<file path="src/rtl/lcb_pkg.sv">
// Shared definitions for the LCB request/response sequencer.
package lcb_pkg;

  typedef enum logic [3:0] {
    ST_IDLE,
    ST_ADDR,
    ST_CMD,
    ST_CHK,
    ST_TURN,
    ST_PRE,
    ST_REQ,
    ST_WAIT,
    ST_POST
  } lcb_state_t;

  localparam logic [7:0]  LCB_SYNC_BYTE = 8'hA5;

  localparam int unsigned ERR_CHK    = 0;
  localparam int unsigned ERR_BYTE_TO = 1;
  localparam int unsigned ERR_CMD    = 2;
  localparam int unsigned ERR_ACK_TO = 3;
  localparam int unsigned ERR_W      = 4;

  localparam int unsigned FRAME_W    = 3;

  function automatic int unsigned lcb_max2(input int unsigned a, input int unsigned b);
    return (a > b) ? a : b;
  endfunction

endpackage

</file>
<file path="src/rtl/lcb_sync2.sv">
// Two-flop synchroniser with asynchronous active-low reset.
module lcb_sync2 #(
  parameter int unsigned W = 1
) (
  input  logic         clk,
  input  logic         rst,
  input  logic [W-1:0] d,
  output logic [W-1:0] q
);

  logic [W-1:0] meta;

  always_ff @(posedge clk or negedge rst) begin
    if (!rst) begin
      meta <= '0;
      q    <= '0;
    end else begin
      meta <= d;
      q    <= meta;
    end
  end

endmodule

</file>
<file path="src/rtl/lcb_frame_sched.sv">
// LCB frame sequencer: parses SYNC/ADDR/CMD/CHK frames, times the RS485 turnaround,
// hands the transmitter a frame index and releases the bus after a guard time.
module lcb_frame_sched
  import lcb_pkg::*;
#(
  parameter logic [7:0]  SYNC_BYTE = LCB_SYNC_BYTE,
  parameter logic [7:0]  MY_ADDR   = 8'h01,
  parameter int unsigned N_FRAMES  = 8,
  parameter int unsigned TURN_CYC  = 400,
  parameter int unsigned GUARD_CYC = 80,
  parameter int unsigned BYTE_TO   = 8000,
  parameter int unsigned ACK_TO    = 1000
) (
  input  logic               clk,
  input  logic               rst,
  input  logic               rx_valid,
  input  logic [7:0]         rx_data,
  input  logic               tx_busy,
  output logic               tx_rq,
  output logic [FRAME_W-1:0] frame_sel,
  output logic               dir_tx,
  output logic               dir_rx,
  output logic               sched_busy,
  output logic [ERR_W-1:0]   err_flags,
  input  logic               err_clr
);

  localparam int unsigned CNT_MAX =
    lcb_max2(lcb_max2(TURN_CYC, BYTE_TO), lcb_max2(ACK_TO, GUARD_CYC));
  localparam int unsigned CNT_W = $clog2(CNT_MAX + 1);

  localparam logic [CNT_W-1:0] TURN_LAST  = CNT_W'(TURN_CYC - 1);
  localparam logic [CNT_W-1:0] GUARD_LAST = CNT_W'(GUARD_CYC - 1);
  localparam logic [CNT_W-1:0] BYTE_LAST  = CNT_W'(BYTE_TO - 1);
  localparam logic [CNT_W-1:0] ACK_LAST   = CNT_W'(ACK_TO - 1);

  lcb_state_t       state;
  logic [CNT_W-1:0] cnt;
  logic [7:0]       addr_q;
  logic [7:0]       cmd_q;
  logic [7:0]       chk_sum;
  logic             busy_s;
  logic             busy_q;
  logic             tx_done;

  lcb_sync2 #(.W(1)) u_busy_sync (
    .clk (clk),
    .rst (rst),
    .d   (tx_busy),
    .q   (busy_s)
  );

  assign tx_done    = busy_q & ~busy_s;
  assign chk_sum    = addr_q + cmd_q;
  assign sched_busy = (state != ST_IDLE);

  // cnt free-runs by default and every state change below re-clears it
  always_ff @(posedge clk or negedge rst) begin
    if (!rst) begin
      state     <= ST_IDLE;
      cnt       <= '0;
      addr_q    <= '0;
      cmd_q     <= '0;
      busy_q    <= 1'b0;
      tx_rq     <= 1'b0;
      frame_sel <= '0;
      dir_tx    <= 1'b0;
      dir_rx    <= 1'b1;
      err_flags <= '0;
    end else begin
      busy_q <= busy_s;
      cnt    <= cnt + CNT_W'(1);
      // later bit sets override this clear, giving set priority
      if (err_clr) err_flags <= '0;

      case (state)
        ST_IDLE: begin
          cnt <= '0;
          if (rx_valid && rx_data == SYNC_BYTE) state <= ST_ADDR;
        end
        ST_ADDR, ST_CMD: begin
          if (rx_valid) begin
            cnt <= '0;
            if (state == ST_ADDR) begin
              addr_q <= rx_data;
              state  <= ST_CMD;
            end else begin
              cmd_q <= rx_data;
              state <= ST_CHK;
            end
          end else if (cnt == BYTE_LAST) begin
            err_flags[ERR_BYTE_TO] <= 1'b1;
            state                  <= ST_IDLE;
            cnt                    <= '0;
          end
        end
        ST_CHK: begin
          if (rx_valid) begin
            cnt   <= '0;
            state <= ST_IDLE;
            if (rx_data != chk_sum) begin
              err_flags[ERR_CHK] <= 1'b1;
            end else if (32'(cmd_q) >= N_FRAMES) begin
              err_flags[ERR_CMD] <= 1'b1;
            end else if (addr_q == MY_ADDR) begin
              frame_sel <= cmd_q[FRAME_W-1:0];
              state     <= ST_TURN;
            end
          end else if (cnt == BYTE_LAST) begin
            err_flags[ERR_BYTE_TO] <= 1'b1;
            state                  <= ST_IDLE;
            cnt                    <= '0;
          end
        end
        ST_TURN: begin
          if (cnt == TURN_LAST) begin
            dir_tx <= 1'b1;
            dir_rx <= 1'b0;
            state  <= ST_PRE;
            cnt    <= '0;
          end
        end
        ST_PRE: begin
          if (cnt == GUARD_LAST) begin
            tx_rq <= 1'b1;
            state <= ST_REQ;
            cnt   <= '0;
          end
        end
        ST_REQ: begin
          if (busy_s) begin
            tx_rq <= 1'b0;
            state <= ST_WAIT;
            cnt   <= '0;
          end else if (cnt == ACK_LAST) begin
            err_flags[ERR_ACK_TO] <= 1'b1;
            tx_rq                 <= 1'b0;
            state                 <= ST_POST;
            cnt                   <= '0;
          end
        end
        ST_WAIT: begin
          if (tx_done) begin
            state <= ST_POST;
            cnt   <= '0;
          end
        end
        ST_POST: begin
          if (cnt == GUARD_LAST) begin
            dir_tx <= 1'b0;
            dir_rx <= 1'b1;
            state  <= ST_IDLE;
            cnt    <= '0;
          end
        end
        default: begin
          state <= ST_IDLE;
          cnt   <= '0;
        end
      endcase
    end
  end

endmodule

</file>
<file path="config.mk">
export PLATFORM = sky130hd
export DESIGN_NAME = lcb_frame_sched
export DESIGN_NICKNAME = d
export VERILOG_FILES = /design/src/rtl/lcb_pkg.sv /design/src/rtl/lcb_sync2.sv /design/src/rtl/lcb_frame_sched.sv
export SDC_FILE = /design/constraint.sdc
export NUM_CORES = 1
export LEC_CHECK = 0
export ABC_CLOCK_PERIOD_IN_PS = 3050
export CAP_MARGIN = 5
export CORE_MARGIN = 3
export CORE_UTILIZATION = 40
export DETAILED_ROUTE_END_ITERATION = 10
export GPL_ROUTABILITY_DRIVEN = 0
export GPL_TIMING_DRIVEN = 0
export PLACE_DENSITY = 0.61
export SYNTH_ARGS = -nofsm -noshare
export SYNTH_HDL_FRONTEND = slang
export SYNTH_SLANG_ARGS = --single-unit
</file>
<file path="constraint.sdc">
create_clock -name clk -period 3.05 [get_ports clk]
set_input_delay 0.61 -clock clk [delete_from_list [all_inputs] [get_ports clk]]
set_output_delay 0.61 -clock clk [all_outputs]
set_load 0.03 [all_outputs]
</file>
==> summary.md, run 1 <==
| Metric | Value |
|---|---|
| CTS H-tree depth | 2 |
| Syn_nets | 265 |
| CP bufs+invs | 0 |
| Initial antenna violation count | 0 |
| Slowest cell delay on critical path | 420 ps |
| Dpl hpwl | 3903 um |
| Hold crit path type | primary input to async pin |
| Worst-Margin Slew | between 800 and 900 ps |
| Antenna Cells | 0 |
| Hold Violations, Final | 0 |
| CP max stage cell | a2111oi_4 |
| Seq/Total Area, Yosys | 45.48% |
| Lkg Pwr | 1.174 nW |
| 1st-iter DRT viols | 80 |
| Initial core utilization | 42.05% |
| VDD IR-drop max | 0.4329 mV |
| CTS root buffer | clkbuf_8 |
| Critical Path RT | 3240 ps |
| Yosys warnings | 0 |
| Commonest cells after routing, fill and taps aside | dfrtp_1 (45), nor2_1 (26), mux2_2 (21), clkdlybuf4s50_1 (21), xnor2_1 (17) |
| Delay-heaviest family, CP | compound AO/OA/AOI/OAI gates |
| Min Clock Period, post-route | 2651 ps |
| Switch Pwr | 968.4 uW |
| Synth-to-layout area growth | 16.00% |
| Sw Share | 39.74% |
| Max cap viols | 0 |
| Max-slew headroom | 43.90% |
| Nets | 295 |
| Clk_lat worst skew | about 300 ps |
| Largest net degree at the start of global routing | 27 |
| Total GRT Usage | ~16% |
| Int Power | 1.469 mW |
| Netlist cell types | 46 |
| # IOs | 24 |
| Die W | between 80 and 90 um |
| Placed instance count | 341 |
| Clk pwr share | 14.5% |
| # setup viols final | 0 |
| Num rows | 28 |
| GRT overflow | 0 |
| First-pass DRT Iterations | 4 |
| Filler cells | 576 |
| Synth Cell Area | 0.002534 mm2 |
| Setup TNS | 0 ps |
| Combinational cell fraction of total power | 49.1% |
| Seq pwr share | 36.4% |
| TritonCTS clock tree | done |
| Total CTS buffers | 5 |
| Vias post-DR | 1,894 |
| Height of the die | about 86 um |
| DRC viols | 0 |
| Final Cycle Share | 86.91% |
| Sink Count | 46 |
| # hold bufs at CTS | 0 |
| CTS max path bufs | 2 |
| Worst EP arrival | 2840 ps |
| Layout Cells excl Fill | 348 |
| Cells along the critical path | ha_1, a21oi_2, o21ai_0, or3_4, a2111oi_4, nand4_2, mux2_2 |
| Post-CTS Resized | 0 |
| Clock slew at reported path FFs | about 90 ps |
| Post-CTS Setup Inserts | 0 |
| Final count of pins violating max slew | 0 |
| Max Freq | ~380 MHz |
| Synthesized instance count | around 240 |
| Avg WL per Cell | 14.81 um |
| Most common cell after layout, fill and taps aside | dfrtp_1 |
| Hold WS | roughly 270 ps |
| Die area | roughly 0.0073 mm2 |
| Startpoint types | register |
| First-pass GRT wire length | 8983 um |
| CP max FO | 6 |
| RSZ-0062 raised after global routing | false |
| Mean Syn Cell Area | roughly 10 um2 |
| Synth Register Bits | 46 |
| IO Port Bufs | 22 |
| Outcome | finished, final reports clean |
| Final wirelength | 5153 um |
| Setup crit end kind | register |
| Critical Setup Path Class | register to register |
| Antenna Violating Nets Remaining | 0 |
| Synth Flop Type | dfrtp_1 |
| Core footprint | 0.006026 mm2 |
| Vias in the first global route | 1,822 |
| Share of layout cells above drive strength 1 | 12.82% |
| Via/cell ratio | 5.443 |
| Worst Clk Skew | 8.999 ps |
| Async SR Flop Fraction | 100.0% |
| Number of synthesized flops with an enable pin | 0 |
| PwrDens | around 830 mW/mm2 |
-- state kept, by name (all words and copies together), names as in the netlist --
register,count
cnt,13
busy_q,1
dir_tx,1
dir_rx,1
u_busy_sync.q,1
cmd_q,8
tx_rq,1
err_flags,4
state,4
addr_q,8
frame_sel,3
u_busy_sync.meta,1
-- kinds of logic after synthesis --
logic type      share of synthesized area, %
xor+xnor                               8.642
simple gates                           19.31
fa+ha+maj                              4.741
flops                                  45.48
mux                                    9.333
compound gates                         11.11
buf+inv                                1.383
-- synthesized netlist by cell type (all sizes together), types with 2 or more instances --
library cell / n / area [um2]
a21o: 2 / 15.01
a21oi: 13 / 68.82
a31oi: 4 / 25.02
and2: 3 / 18.77
and3: 2 / 12.51
and4: 2 / 17.52
clkbuf: 5 / 18.77
dfrtp: 45 / 1126
ha: 8 / 100.1
inv: 3 / 11.26
mux2: 21 / 236.5
nand2: 13 / 48.80
nand2b: 2 / 12.51
nand3: 15 / 75.07
nand3b: 4 / 30.03
nand4: 6 / 43.79
nor2: 26 / 97.59
nor2b: 4 / 25.02
nor3: 2 / 10.01
nor4: 3 / 18.77
nor4b: 2 / 17.52
o21ai: 10 / 50.05
o21bai: 2 / 15.01
o31ai: 2 / 15.01
or4: 2 / 15.01
xnor2: 17 / 148.9
xor2: 8 / 70.07
-- stage by stage --
step                      total power [mW]  worst slack [ps]  instance area [um2]  util (%)
after global placement               2.077             76.53                 2848     47.26
after global routing                 2.642             263.2                 2939     48.77
after detailed placement             2.093             111.5                 2863     47.51
after CTS                            2.455             394.4                 2939     48.77
after floorplan                      1.837             670.0                 2534         -
final                                2.437             399.3                 2939     48.77
-- layer usage --
layer  track usage (%)  share of wire (%)  up-vias  wire, um
met3             3.842                4.2        6       217
met1             22.82                 51      904      2621
li1                  -                  -      943         -
met2             22.74                 44       41      2246
met4             4.748                1.3        0        68
met5                 0                  0        -         0
-- worst paths after layout --
check | startpoint | end | slack, ps | cells after the start
max in group asynchronous | rst | u_busy_sync.meta | 2280 | 2
min in group clk | u_busy_sync.meta | u_busy_sync.q | 350 | 0
worst min-delay path | rst | cmd_q[3] | 270 | 1
worst max register to register | addr_q[4] | frame_sel[2] | 400 | 7
worst max-delay path | addr_q[4] | frame_sel[2] | 400 | 7
worst min register to register | u_busy_sync.meta | u_busy_sync.q | 350 | 0
-- final cells by class --
cell class	count	area (um2)	share of cell area (%)
multi-input cells	188	1346	45.81
clock buffers	7	76.32	2.597
flip-flops and latches	46	1152	39.21
inverters	3	11.26	0.3831
well taps	75	93.84	3.193
plain buffers	6	23.77	0.8089
repair buffers	23	235.2	8.003
-- power by group through the flow --
| stage | Clock, mW | Sequential [mW] | Combinational, mW |
|---|---|---|---|
| after floorplan | 0 | 0.867 | 0.971 |
| after global placement | 0 | 0.897 | 1.18 |
| after detailed placement | 0 | 0.899 | 1.19 |
| after CTS | 0.368 | 0.887 | 1.20 |
| after global routing | 0.401 | 0.917 | 1.32 |
| final | 0.354 | 0.886 | 1.20 |
-- worst register-to-register path: stages, from the launching register on --
cell,delay [ps]
dfrtp_1,410
ha_1,400
a21oi_2,170
o21ai_0,120
or3_4,410
a2111oi_4,420
nand4_2,260
mux2_2,330
No activity file was read; power rests on OpenSTA's default activity.
==> run 2: changes to the inputs <==
--- a/config.mk
+++ b/config.mk
@@ -13,6 +13,7 @@
 export GPL_ROUTABILITY_DRIVEN = 0
 export GPL_TIMING_DRIVEN = 0
 export PLACE_DENSITY = 0.61
+export REMOVE_ABC_BUFFERS = 1
 export SYNTH_ARGS = -nofsm -noshare
 export SYNTH_HDL_FRONTEND = slang
 export SYNTH_SLANG_ARGS = --single-unit
==> run 2 against run 1 <==
Fmax grew 0.42%. Power shrank 0.46%. Critical endpoint is now frame_sel[0]. Via count shrank 2.0%. Combinational power shrank 4%. First-iteration DRC count grew 31%. Clock power grew 1%. Largest cell class unchanged. Global-route usage shrank 0.80 points. Die area is the same. Cell area shrank 0.21%. Flip-flop and latch count is the same. Sequential share of layout area grew 0.084 points. Setup slack gained 11 ps. Largest power group unchanged.
==> summary.md, run 2 (synthesized netlist as in run 1, its figures left out) <==
| Metric | Value |
|---|---|
| Outcome | finished, final reports clean |
| Sink Count | 46 (unchanged) |
| Largest net degree at the start of global routing | 27 (unchanged) |
| Slowest cell delay on critical path | 420 ps (about the same) |
| TritonCTS clock tree | done |
| IO Port Bufs | 23 (+4.5%) |
| Hold WS | 273.3 ps (+6.865 ps) |
| Initial antenna violation count | 0 (unchanged) |
| Cells along the critical path | ha_1, a21oi_2, o21ai_0, or3_4, a2111oi_4, nand4_2, mux2_2 |
| CTS max path bufs | 2 (unchanged) |
| Final count of pins violating max slew | 0 (unchanged) |
| Via/cell ratio | 5.395 (-0.87%) |
| Clk_lat worst skew | 290 ps (about the same) |
| # setup viols final | 0 (unchanged) |
| Synth-to-layout area growth | 15.75% |
| First-pass GRT wire length | 8687 um (-3.3%) |
| Antenna Violating Nets Remaining | 0 (unchanged) |
| Total GRT Usage | 14.79% (-0.80 points) |
| GRT overflow | 0 (unchanged) |
| Layout Cells excl Fill | 344 (-1.1%) |
| Core footprint | 0.006026 mm2 (unchanged) |
| Tot Pwr | 2.426 mW (-0.46%) |
| Filler cells | 577 (+0.17%) |
| Post-CTS Setup Inserts | 0 (unchanged) |
| Die W | 85.59 um (unchanged) |
| Min Clock Period, post-route | 2640 ps (-10.98 ps) |
| First-pass DRT Iterations | 4 (unchanged) |
| Die area | 0.007325 mm2 (unchanged) |
| 1st-iter DRT viols | 105 (+31%) |
| Biggest register | cnt |
| Setup TNS | 0 ps (unchanged) |
| Worst EP arrival | 2830 ps (about the same) |
| # hold bufs at CTS | 0 (unchanged) |
| Max-slew headroom | 45.53% (+1.6 points) |
| Worst-Margin Slew | 814.1 ps (-24.32 ps) |
| DRC viols | 0 (unchanged) |
| Post-place instance area | 0.002849 mm2 (-0.48%) |
| Startpoint types | register |
| Antenna Cells | 0 (unchanged) |
| Final wirelength | 5013 um (-2.7%) |
| Dpl hpwl | 3729 um (-4.5%) |
| Most common cell after layout, fill and taps aside | dfrtp_1 |
| Clock slew at reported path FFs | 80 ps (about the same) |
| PwrDens | 827.1 mW/mm2 (-0.25%) |
| Num rows | 28 (unchanged) |
| Largest regs | cnt (13), addr_q (8), cmd_q (8) |
| CTS H-tree depth | 2 (unchanged) |
| Max cap viols | 0 (unchanged) |
| Post-CTS Resized | 0 (unchanged) |
| Critical Path RT | 3240 ps (about the same) |
| Total CTS buffers | 5 (unchanged) |
| CP max FO | 6 (unchanged) |
| Hold Violations, Final | 0 (unchanged) |
| CTS root buffer | clkbuf_8 |
| Height of the die | 85.59 um (unchanged) |
| Avg WL per Cell | 14.57 um (-1.6%) |
| Final Cycle Share | 86.55% (-0.36 points) |
| Max Freq | 378.8 MHz (+0.42%) |
| RSZ-0062 raised after global routing | false |
| Initial core utilization | 42.05% (unchanged) |
| Max FFs per register | 13 (unchanged) |
| Placed instance count | 336 (-1.5%) |
| Setup crit end kind | register |
| VDD IR-drop max | 0.5272 mV (+22%) |
| Share of layout cells above drive strength 1 | 13.01% (+0.19 points) |
| # IOs | 24 (unchanged) |
| Vias in the first global route | 1,770 (-2.9%) |
| CP max stage cell | a2111oi_4 |
| Nets | 290 (-1.7%) |
| Hold crit path type | primary input to async pin |
| Final Instance Area | 0.002933 mm2 (-0.21%) |
| Lkg Pwr | 1.171 nW (-0.30%) |
| Vias post-DR | 1,856 (-2.0%) |
| Worst Clk Skew | 8.452 ps (-0.5472 ps) |
| Critical Setup Path Class | register to register |
| Commonest cells after routing, fill and taps aside | dfrtp_1 (45), nor2_1 (26), clkdlybuf4s50_1 (22) |
[run 2: cell types whose count changed in the layout (fill, tap and decap cells not counted), sizes merged]
cell	before	now
buf	3	2
clkdlybuf4s50	21	22
clkbuf	12	8
[run 2: through the flow]
stage | utilization, % | setup slack, ps
4_1_cts | 48.61 | 265.1
2_1_floorplan | - | 670.0
3_3_place_gp | 47.03 | 36.89
5_1_grt | 48.67 | 257.5
6_report | 48.67 | 410.3
3_5_place_dp | 47.28 | 170.0
[run 2: path summary, 6_finish.rpt]
kind / start / slack [ps] / to / depth (start not counted)
worst min-delay path: rst / 270 / frame_sel[2] / 1
worst min register to register: u_busy_sync.meta / 360 / u_busy_sync.q / 0
worst max-delay path: addr_q[4] / 410 / frame_sel[0] / 7
min in group clk: u_busy_sync.meta / 360 / u_busy_sync.q / 0
worst max register to register: addr_q[4] / 410 / frame_sel[0] / 7
max in group asynchronous: rst / 2270 / cnt[12] / 2
[run 2: final cells by class]
type                       count  area, um2  area share [%]
clock buffer                   8      80.08           2.730
inverter                       3      11.26          0.3840
multi-input combinational    188       1350           46.03
sequential                    46       1152           39.29
tap                           75      93.84           3.200
timing repair buffer          24      245.2           8.362
[run 2: where the power goes]
part | switching, mW | total, mW | leakage [nW] | internal (mW)
combinational | 0.600 | 1.15 | 0.540 | 0.554
clock | 0.195 | 0.358 | 0.0395 | 0.163
sequential | 0.164 | 0.913 | 0.592 | 0.749
[run 2: per-layer routing]
| metal | GRT usage, % | routed length, um | vias up |
|---|---|---|---|
| met1 | 22.36 | 2698 | 897 |
| li1 | - | - | 928 |
| met4 | 4.317 | 41 | 0 |
| met3 | 3.170 | 157 | 6 |
| met2 | 21.19 | 2116 | 25 |
| met5 | 0 | 0 | - |
[run 2: worst max-delay path, delay by kind of cell, from the launching register on]
kind / cells / cell delay [ps]
AO/OA/AOI/OAI: 3 / 740
adder cells (fa/ha/maj): 1 / 400
flip-flops: 1 / 410
multiplexers: 1 / 320
AND/OR/NAND/NOR: 2 / 660
==> run 3: changes to the inputs <==
--- a/config.mk
+++ b/config.mk
@@ -11,7 +11,7 @@
 export CORE_UTILIZATION = 40
 export DETAILED_ROUTE_END_ITERATION = 10
 export GPL_ROUTABILITY_DRIVEN = 0
-export GPL_TIMING_DRIVEN = 0
+export GPL_TIMING_DRIVEN = 1
 export PLACE_DENSITY = 0.61
 export REMOVE_ABC_BUFFERS = 1
 export SYNTH_ARGS = -nofsm -noshare
==> run 3 against run 2 <==
Critical endpoint is now frame_sel[2]. Count of clock-buffer cells in the layout shrank 1. Sequential power shrank 0.9%. Register-to-register slack gained 20 ps. Global-route usage grew 0.95 points. Wire length grew 4.4%. Final cell count grew 0.58%. First-iteration DRC count shrank 44%. Via count shrank 0.27%. Die area is the same. Setup slack gained 24 ps. Non-clock buffer count grew 2. Critical path depth is the same.
==> summary.md, run 3 (synthesized netlist as in run 1, its figures left out) <==
| Metric | Value |
|---|---|
| Outcome | finished, final reports clean |
| Via/cell ratio | 5.350 (-0.85%) |
| Worst Setup SP | addr_q[4] |
| DRC viols | 0 (unchanged) |
| # IOs | 24 (unchanged) |
| Clock slew at reported path FFs | 80 ps (about the same) |
| Antenna Violating Nets Remaining | 0 (unchanged) |
| # setup viols final | 0 (unchanged) |
| Largest net degree at the start of global routing | 47 (+74%) |
| Critical Path RT | 3240 ps (about the same) |
| Worst Clk Skew | 8.455 ps (+0.002720 ps) |
| Avg WL per Cell | 15.12 um (+3.8%) |
| Hold Violations, Final | 0 (unchanged) |
| Synth-to-layout area growth | 16.15% |
| Largest regs | cnt (13), addr_q (8), cmd_q (8) |
| Most common cell after layout, fill and taps aside | dfrtp_1 |
| Num rows | 28 (unchanged) |
| CTS H-tree depth | 2 (unchanged) |
| RSZ-0062 raised after global routing | false |
| Post-CTS Resized | 0 (unchanged) |
| Reg-to-reg slack, setup | 430 ps (+20 ps) |
| Final Instance Area | 0.002943 mm2 (+0.34%) |
| GRT overflow | 0 (unchanged) |
| Total GRT Usage | 15.74% (+0.95 points) |
| Seq pwr share | 36.4% (-1.2 points) |
| Tot Pwr | 2.487 mW (+2.5%) |
| Setup TNS | 0 ps (unchanged) |
| CP bufs+invs | 0 (unchanged) |
| CTS max path bufs | 2 (unchanged) |
| Initial antenna violation count | 0 (unchanged) |
| R2R Path End | frame_sel[2] |
| Worst EP arrival | 2810 ps (-20 ps) |
| IO Port Bufs | 23 (unchanged) |
| Final count of pins violating max slew | 0 (unchanged) |
| Sink Count | 46 (unchanged) |
| Clk pwr share | 15.5% (+0.7 points) |
| Int Power | 1.500 mW (+2.3%) |
| Height of the die | 85.59 um (unchanged) |
| Layout Utilization | 48.84% (+0.17 points) |
| Lkg Pwr | 1.184 nW (+1.1%) |
| Worst r2r path cells | 7 (unchanged) |
| 1st-iter DRT viols | 59 (-44%) |
| Core footprint | 0.006026 mm2 (unchanged) |
| Max cap viols | 0 (unchanged) |
| Vias post-DR | 1,851 (-0.27%) |
| Post-place instance area | 0.002851 mm2 (about the same) |
| Min Clock Period, post-route | 2616 ps (-23.91 ps) |
| TritonCTS clock tree | done |
| Slowest cell delay on critical path | 420 ps (about the same) |
| Die W | 85.59 um (unchanged) |
| Final Cycle Share | 85.76% (-0.78 points) |
| Final wirelength | 5233 um (+4.4%) |
| First-pass DRT Iterations | 4 (unchanged) |
| Clk_lat worst skew | 300 ps (about the same) |
| Nets | 292 (+0.69%) |
| Total CTS buffers | 5 (unchanged) |
| Sw Share | 39.68% (+0.15 points) |
| Placed instance count | 338 (+0.60%) |
| CP max stage cell | or3_4 |
| Commonest cells after routing, fill and taps aside | dfrtp_1 (45), nor2_1 (26), clkdlybuf4s50_1 (22) |
| Filler cells | 584 (+1.2%) |
| Share of layout cells above drive strength 1 | 14.02% (+1.0 points) |
| Cells along the critical path | ha_1, a21oi_2, o21ai_0, or3_4, a2111oi_4, nand4_2, mux2_2 |
| Critical Setup Path Class | register to register |
| Vias in the first global route | 1,873 (+5.8%) |
| PwrDens | 845.2 mW/mm2 (+2.2%) |
| CTS root buffer | clkbuf_8 |
| Initial core utilization | 42.05% (unchanged) |
| Dpl hpwl | 3868 um (+3.7%) |
| Startpoint types | register |
| Die area | 0.007325 mm2 (unchanged) |
| Post-CTS Setup Inserts | 0 (unchanged) |
| Layout Cells excl Fill | 346 (+0.58%) |
| Hold crit path type | register to register |
| Max Freq | 382.3 MHz (+0.91%) |
| Worst-Margin Slew | 996.9 ps (+182.8 ps) |
| # hold bufs at CTS | 0 (unchanged) |
| Reg2reg start | addr_q[4] |
| Delay-heaviest family, CP | compound AO/OA/AOI/OAI gates |
| Max FFs per register | 13 (unchanged) |
| CP Depth | 7 (unchanged) |
| Combinational cell fraction of total power | 48.1% (+0.5 points) |
| Setup crit end kind | register |
| CP max FO | 6 (unchanged) |
| Antenna Cells | 0 (unchanged) |
| First-pass GRT wire length | 9197 um (+5.9%) |
| Biggest register | cnt |
| Switch Pwr | 987.0 uW (+2.9%) |
| Critical Path End | frame_sel[2] |
| Max-slew headroom | 33.54% (-12 points) |
| VDD IR-drop max | 0.5179 mV (-1.8%) |
-- run 3: cell count changes in the layout (fill, tap and decap cells not counted), sizes merged --
cell / previous run / this run
buf: 2 / 4
clkinv: 0 / 1
clkbuf: 8 / 7
-- run 3: per-stage QoR --
stage / setup slack [ps] / hold WS, ps
finish: 434.2 / 354.2
global route: 292.1 / 364.3
CTS: 432.1 / 354.2
detailed placement: 202.9 / 334.7
global placement: 237.1 / 333.4
floorplan: 670.0 / 314.4
-- run 3: layer usage --
layer | track usage [%] | up-vias | wire length [um]
met2 | 23.31 | 23 | 2286
met1 | 22.84 | 885 | 2724
li1 | - | 936 | -
met5 | 0 | - | 0
met3 | 3.746 | 7 | 150
met4 | 4.748 | 0 | 71
-- run 3: how the worst min path moves through the flow --
stage                           from       endpoint  cells past startpoint
finish              u_busy_sync.meta  u_busy_sync.q                      0
global route        u_busy_sync.meta  u_busy_sync.q                      0
CTS                 u_busy_sync.meta  u_busy_sync.q                      0
detailed placement  u_busy_sync.meta  u_busy_sync.q                      0
global placement    u_busy_sync.meta  u_busy_sync.q                      0
floorplan                        rst      addr_q[0]                      0
-- run 3: layout make-up --
cell class | count | area [um2] | share of cell area [%]
tap | 75 | 93.84 | 3.189
inverter | 3 | 11.26 | 0.3827
timing repair buffer | 26 | 247.7 | 8.418
sequential | 46 | 1152 | 39.16
multi-input combinational | 188 | 1346 | 45.75
clock buffer | 7 | 86.33 | 2.934
clock inverter | 1 | 5.005 | 0.1701
-- run 3: worst reg2reg max path: stages (launching register included) --
cell and delay [ps]:
dfrtp_1 410, ha_1 400, a21oi_2 180, o21ai_0 140, or3_4 420, a2111oi_4 410
nand4_2 230, mux2_2 320
-- run 3: power groups by stage --
stage               Sequential (mW)  Combinational (mW)  Clock, mW
floorplan                     0.886               0.940          0
global placement              0.913                1.18          0
detailed placement            0.916                1.20          0
CTS                           0.905                1.21      0.401
global route                  0.930                1.34      0.426
finish                        0.905                1.20      0.385
